File: src/rtl/mul_div_unit.sv
// Iterative 32x32 multiply / divide unit with HI/LO result registers (MIPS mult/div style).
// Optional build macro MULDIV_FAST_MUL_EN: single-cycle multiply path (IDLE->FIX->DONE).
module mul_div_unit (
    input  logic        clk,
    input  logic        reset,
    input  logic        MulMode,
    input  logic        MulStart,
    input  logic        MulSelHL,
    input  logic        MulWrite,
    input  logic        Sign,
    input  logic [31:0] OpA,
    input  logic [31:0] OpB,
    output logic        mulready,
    output logic [31:0] Result
);

    typedef enum logic [1:0] {IDLE, CALC, FIX, DONE} state_t;

    state_t      state_reg, state_next;
    logic        mode_reg, neg_q_reg, neg_r_reg, dz_reg;
    logic [4:0]  count_reg;
    logic [31:0] a_reg, b_reg, work_hi_reg, work_lo_reg, hi_reg, lo_reg;

    logic [31:0] a_abs, b_abs;
    logic [32:0] mul_sum, div_shift, div_diff;
    logic        div_ok;
    logic [31:0] step_hi, step_lo;
    logic [63:0] prod_fix;
    logic [31:0] q_fix, r_fix;

    assign a_abs = (Sign && OpA[31]) ? -OpA : OpA;
    assign b_abs = (Sign && OpB[31]) ? -OpB : OpB;

    // Multiply: {work_hi, work_lo} shifts right, multiplier consumed from work_lo[0].
    // Divide: {work_hi, work_lo} shifts left, remainder in work_hi, quotient bits enter work_lo.
    assign mul_sum   = {1'b0, work_hi_reg} + (work_lo_reg[0] ? {1'b0, a_reg} : 33'd0);
    assign div_shift = {work_hi_reg, work_lo_reg[31]};
    assign div_diff  = div_shift - {1'b0, b_reg};
    assign div_ok    = ~div_diff[32];

    always_comb begin
        step_hi = mul_sum[32:1];
        step_lo = {mul_sum[0], work_lo_reg[31:1]};
        if (mode_reg) begin
            step_hi = div_ok ? div_diff[31:0] : div_shift[31:0];
            step_lo = {work_lo_reg[30:0], div_ok};
        end
    end

    // With a zero divisor the remainder path naturally returns |OpA| re-signed, i.e. OpA.
    assign prod_fix = neg_q_reg ? -{work_hi_reg, work_lo_reg} : {work_hi_reg, work_lo_reg};
    assign q_fix    = dz_reg ? 32'hFFFF_FFFF : (neg_q_reg ? -work_lo_reg : work_lo_reg);
    assign r_fix    = neg_r_reg ? -work_hi_reg : work_hi_reg;

`ifdef MULDIV_FAST_MUL_EN
    logic [63:0] fast_prod;
    assign fast_prod = {32'd0, a_abs} * {32'd0, b_abs};
`endif

    always_ff @(posedge clk or posedge reset) begin
        if (reset) state_reg <= IDLE;
        else       state_reg <= state_next;
    end

    always_comb begin
        state_next = state_reg;
        case (state_reg)
            IDLE: if (MulStart) begin
`ifdef MULDIV_FAST_MUL_EN
                state_next = MulMode ? CALC : FIX;
`else
                state_next = CALC;
`endif
            end
            CALC: if (count_reg == 5'd31) state_next = FIX;
            FIX:  state_next = DONE;
            DONE: if (!MulStart) state_next = IDLE;
            default: state_next = IDLE;
        endcase
    end

    always_ff @(posedge clk or posedge reset) begin
        if (reset) begin
            mode_reg    <= 1'b0;
            neg_q_reg   <= 1'b0;
            neg_r_reg   <= 1'b0;
            dz_reg      <= 1'b0;
            count_reg   <= 5'd0;
            a_reg       <= 32'd0;
            b_reg       <= 32'd0;
            work_hi_reg <= 32'd0;
            work_lo_reg <= 32'd0;
            hi_reg      <= 32'd0;
            lo_reg      <= 32'd0;
        end else begin
            case (state_reg)
                IDLE: begin
                    if (MulStart) begin
                        mode_reg    <= MulMode;
                        neg_q_reg   <= Sign & (OpA[31] ^ OpB[31]);
                        neg_r_reg   <= Sign & OpA[31];
                        dz_reg      <= MulMode & (OpB == 32'd0);
                        count_reg   <= 5'd0;
                        a_reg       <= a_abs;
                        b_reg       <= b_abs;
                        work_hi_reg <= 32'd0;
                        work_lo_reg <= MulMode ? a_abs : b_abs;
`ifdef MULDIV_FAST_MUL_EN
                        if (!MulMode) {work_hi_reg, work_lo_reg} <= fast_prod;
`endif
                    end else if (MulWrite) begin
                        if (MulSelHL) hi_reg <= OpA;
                        else          lo_reg <= OpA;
                    end
                end
                CALC: begin
                    work_hi_reg <= step_hi;
                    work_lo_reg <= step_lo;
                    count_reg   <= count_reg + 5'd1;
                end
                FIX: begin
                    if (mode_reg) begin
                        hi_reg <= r_fix;
                        lo_reg <= q_fix;
                    end else begin
                        hi_reg <= prod_fix[63:32];
                        lo_reg <= prod_fix[31:0];
                    end
                end
                default: ;
            endcase
        end
    end

    assign mulready = (state_reg == DONE);
    assign Result   = MulSelHL ? hi_reg : lo_reg;

endmodule

File: config.mk
export PLATFORM = sky130hd
export DESIGN_NAME = mul_div_unit
export DESIGN_NICKNAME = d
export VERILOG_FILES = /design/src/rtl/mul_div_unit.sv
export SDC_FILE = /design/constraint.sdc
export NUM_CORES = 1
export LEC_CHECK = 0
export ABC_AREA = 1
export CAP_MARGIN = 20
export CORE_MARGIN = 2
export CORE_UTILIZATION = 40
export DETAILED_ROUTE_END_ITERATION = 7
export GPL_ROUTABILITY_DRIVEN = 0
export GPL_TIMING_DRIVEN = 0
export PLACE_DENSITY = 0.64
export SLEW_MARGIN = 20
export SYNTH_ARGS = -nofsm -noshare
export SYNTH_HDL_FRONTEND = slang
export SYNTH_SLANG_ARGS = --single-unit
File: constraint.sdc
create_clock -name clk -period 5.9 [get_ports clk]
set_clock_uncertainty 0.15 [all_clocks]
set_input_delay 0.59 -clock clk [delete_from_list [all_inputs] [get_ports clk]]
set_output_delay 0.59 -clock clk [all_outputs]
set_load 0.02 [all_outputs]
==> results.toml <==
[status]
status = "finished clean"

[worst_setup_path]
path_cells = "buf_2, clkbuf_1, nand2_1, inv_1, ha_1, inv_1, fa_1, o21ai_1, a21oi_1, o21ai_1, nand2_1, nand3_1, nand3_1, nand3_1, nand2_1"
worst-r2r-setup-slack_ns = 2.31
path_delay_family = "buffers and inverters"
r2r-end = "work_hi_reg[29]"
worstSetupStartpointType = "flop"
critical_path_required_ns = 6.22
reg2reg_depth = 15
regToRegStartpoint = "work_lo_reg[0]"
critical_path.n_buffers_inverters = 4
timing.critical_path.slowest_cell_delay_ns = 0.48
endpoint_kind = "flop"
critical_path_depth = 15
worst_ep_arrival_time_ns = 3.91
critical_path.max_fanout = 10
critical-path-slowest-cell = "clkbuf_1"
path_class = "flop to flop"

[clock_network]
h_tree_depth = 1
tritoncts = "yes"
post_cts.resized_instances = 0
holdBufCountCts = 0
cts.path.max_buffers = 3
numClockSinks = 203
postCtsSetupBuffers = 0
worst_setup_hold_path_clk_slew_ns = 0.06
worst_skew_pair.late_latency_ns = 0.58
clock_root_buffer = "clkbuf_16"
num_cts_buffers = 27

[final_layout]
most_common_library_cell_in_the_layout_ignoring_fill_and_taps = "nand2_1"
final_net_count = 3617
antenna_cells = 0
ff_latch_area_um2 = 5080
mostFrequentLayoutCells = "nand2_1, inv_1, nor2_1"
multi_input_area_um2 = 12270
layoutNonFillerInstCount = 4104
area_growth_syn_to_layout_pct = 14.88
final_util = 0.4677
final_layout_size_suffix_gt1_frac = 0.03726
layout.filler_cells = 5187

[synthesis]
synth_area_per_cell_um2 = 5.856
synth.net_count = 3480
synth_seq_area_share = 0.2603
syn-cell-area_um2 = 19520
syn_inst = 3333
post_synth_num_cell_types = 47
synth_seq_cells = 203
yosysWarnings = 0

[timing]
finalHoldViolations = 0
final.period_utilization = 0.6089
final.setup.tns_ns = 0
setup-violations-final = 0
drv_slew = 0
post_layout_minimum_cycle_time_ns = 3.592
grt_setup_unrepaired = "no"
fmax_mhz = 278.4
holdWs_ns = 0.2010
timing.slew.headroom = 0.3346
tightest_slew_ns = 0.9981

[routing]
totalWireLength_um = 83220
via_count = 23088
drt.antenna.violating_nets = 0
first_drt_pass_iteration_count = 8
wl_per_cell_um = 20.28
detail_route.drc_violations = 0
drt_iter0_markers = 3100
via_density_per_instance = 5.626

[pwr]
cellPowerDensity_nw_per_um2 = 630.0
combPwrFrac = 0.665
switching_share = 0.5611
report.power.total_mw = 14.13
power.net_switching_mw = 7.927
leakage_nw = 11.41
power.internal_mw = 6.200
share_seq_of_total_power = 0.204
clock_power_share = 0.131
max-vdd-ir-drop_v = 0.0002941

[floorplanning]
pin_count = 104
site_row_count = 80
die_height_um = 224.9
floorplan.initialDensity = 0.4071
chipWidth_um = 224.9
design.die.area_um2 = 50580
floorplan_core_area_um2 = 47950

[global_routing]
grt_pass1_wl_um = 125300
grt_pass1_vias = 20778
antenna_found_initial = 0
gr-total-overflow = 0
grt_max_degree = 34
global_route.usage.total = 0.3265

[place]
place.port_buffers = 101
dp.final_hpwl_um = 68640
post-place-cells = 4056

[min_path]
hold_crit_class = "input pin to asynchronous set/reset pin"

[run]
cap_viol_max_count = 0
-- stage by stage --
stage / instance area, um2 / setup slack, ns
detailed placement: 21450 / 2.187
floorplan: 19520 / 2.530
global placement: 21300 / 0.6818
CTS: 22420 / 2.404
finish: 22420 / 2.308
global route: 22420 / 2.011
-- worst reg2reg max path: cells and delay by family, from the launching register on --
| kind | cells | cell delay (ns) |
|---|---|---|
| buffers and inverters | 4 | 0.92 |
| flip-flops | 1 | 0.31 |
| adder cells (fa/ha/maj) | 2 | 0.59 |
| AO/OA/AOI/OAI | 3 | 0.89 |
| AND/OR/NAND/NOR | 6 | 0.62 |
-- power by group through the flow --
stage	Clock (mW)	Sequential [mW]	Combinational [mW]
floorplan	0	2.51	6.46
CTS	1.85	2.84	9.16
global route	1.91	2.93	10.4
detailed placement	0	2.86	9.10
global placement	0	2.86	9.04
finish	1.85	2.88	9.40
-- layer usage --
layer | share of wire | routed length [um] | track usage | vias to the layer above
met5 | 0 | 0 | 0 | -
met1 | 0.42 | 35360 | 0.4659 | 10572
met3 | 0.12 | 9820 | 0.07405 | 226
met2 | 0.41 | 34130 | 0.4788 | 1342
li1 | - | - | - | 10948
met4 | 0.047 | 3907 | 0.1222 | 0
-- cell usage after synthesis, drive strengths merged --
library cell,number,area share
nor3b,1,0.00038
fa,2,0.0021
a21oi,203,0.053
o21bai,8,0.0031
a22o,2,0.00090
nand2,1064,0.21
a31oi,23,0.0074
clkinv,8,0.0015
nand4,29,0.0093
nor4,3,0.00096
o21ai,239,0.062
xnor2,9,0.0040
and2,4,0.0013
or2,8,0.0026
dfrtp,203,0.26
xor2,41,0.018
a22oi,29,0.011
buf,35,0.0090
nor3,30,0.0085
clkbuf,79,0.015
a21o,2,0.00077
nand3b,18,0.0069
inv,445,0.086
o22ai,2,0.00064
ha,74,0.047
o21a,4,0.0015
nor2,426,0.085
nand3,319,0.084
o31ai,7,0.0027
o211ai,16,0.0062
-- how the worst max path moves through the flow --
stage,endpoint,start
after global routing,work_hi_reg[29],work_lo_reg[0]
final,work_hi_reg[29],work_lo_reg[0]
after floorplan,a_reg[0],reset
after CTS,work_hi_reg[29],work_lo_reg[0]
after detailed placement,work_lo_reg[22],OpA[0]
after global placement,b_reg[2],reset
-- cell families after synthesis --
family / synth area share
buffers and inverters: 0.1113
adders and majority gates: 0.04949
AOI/OAI and AO/OA: 0.1494
and+or+nand+nor: 0.4072
xor gates and xnor gates: 0.02244
DFF: 0.2603
-- cell type report --
type                    instances  area share
flip-flops and latches        203      0.2265
inverters                     453     0.07600
plain buffers                 114     0.02104
multi-input cells            2563      0.5470
repair buffers                108     0.05167
well taps                     615     0.03432
clock buffers                  35     0.03326
clock inverters                13     0.01016
Power figures use the tool's default switching activity.
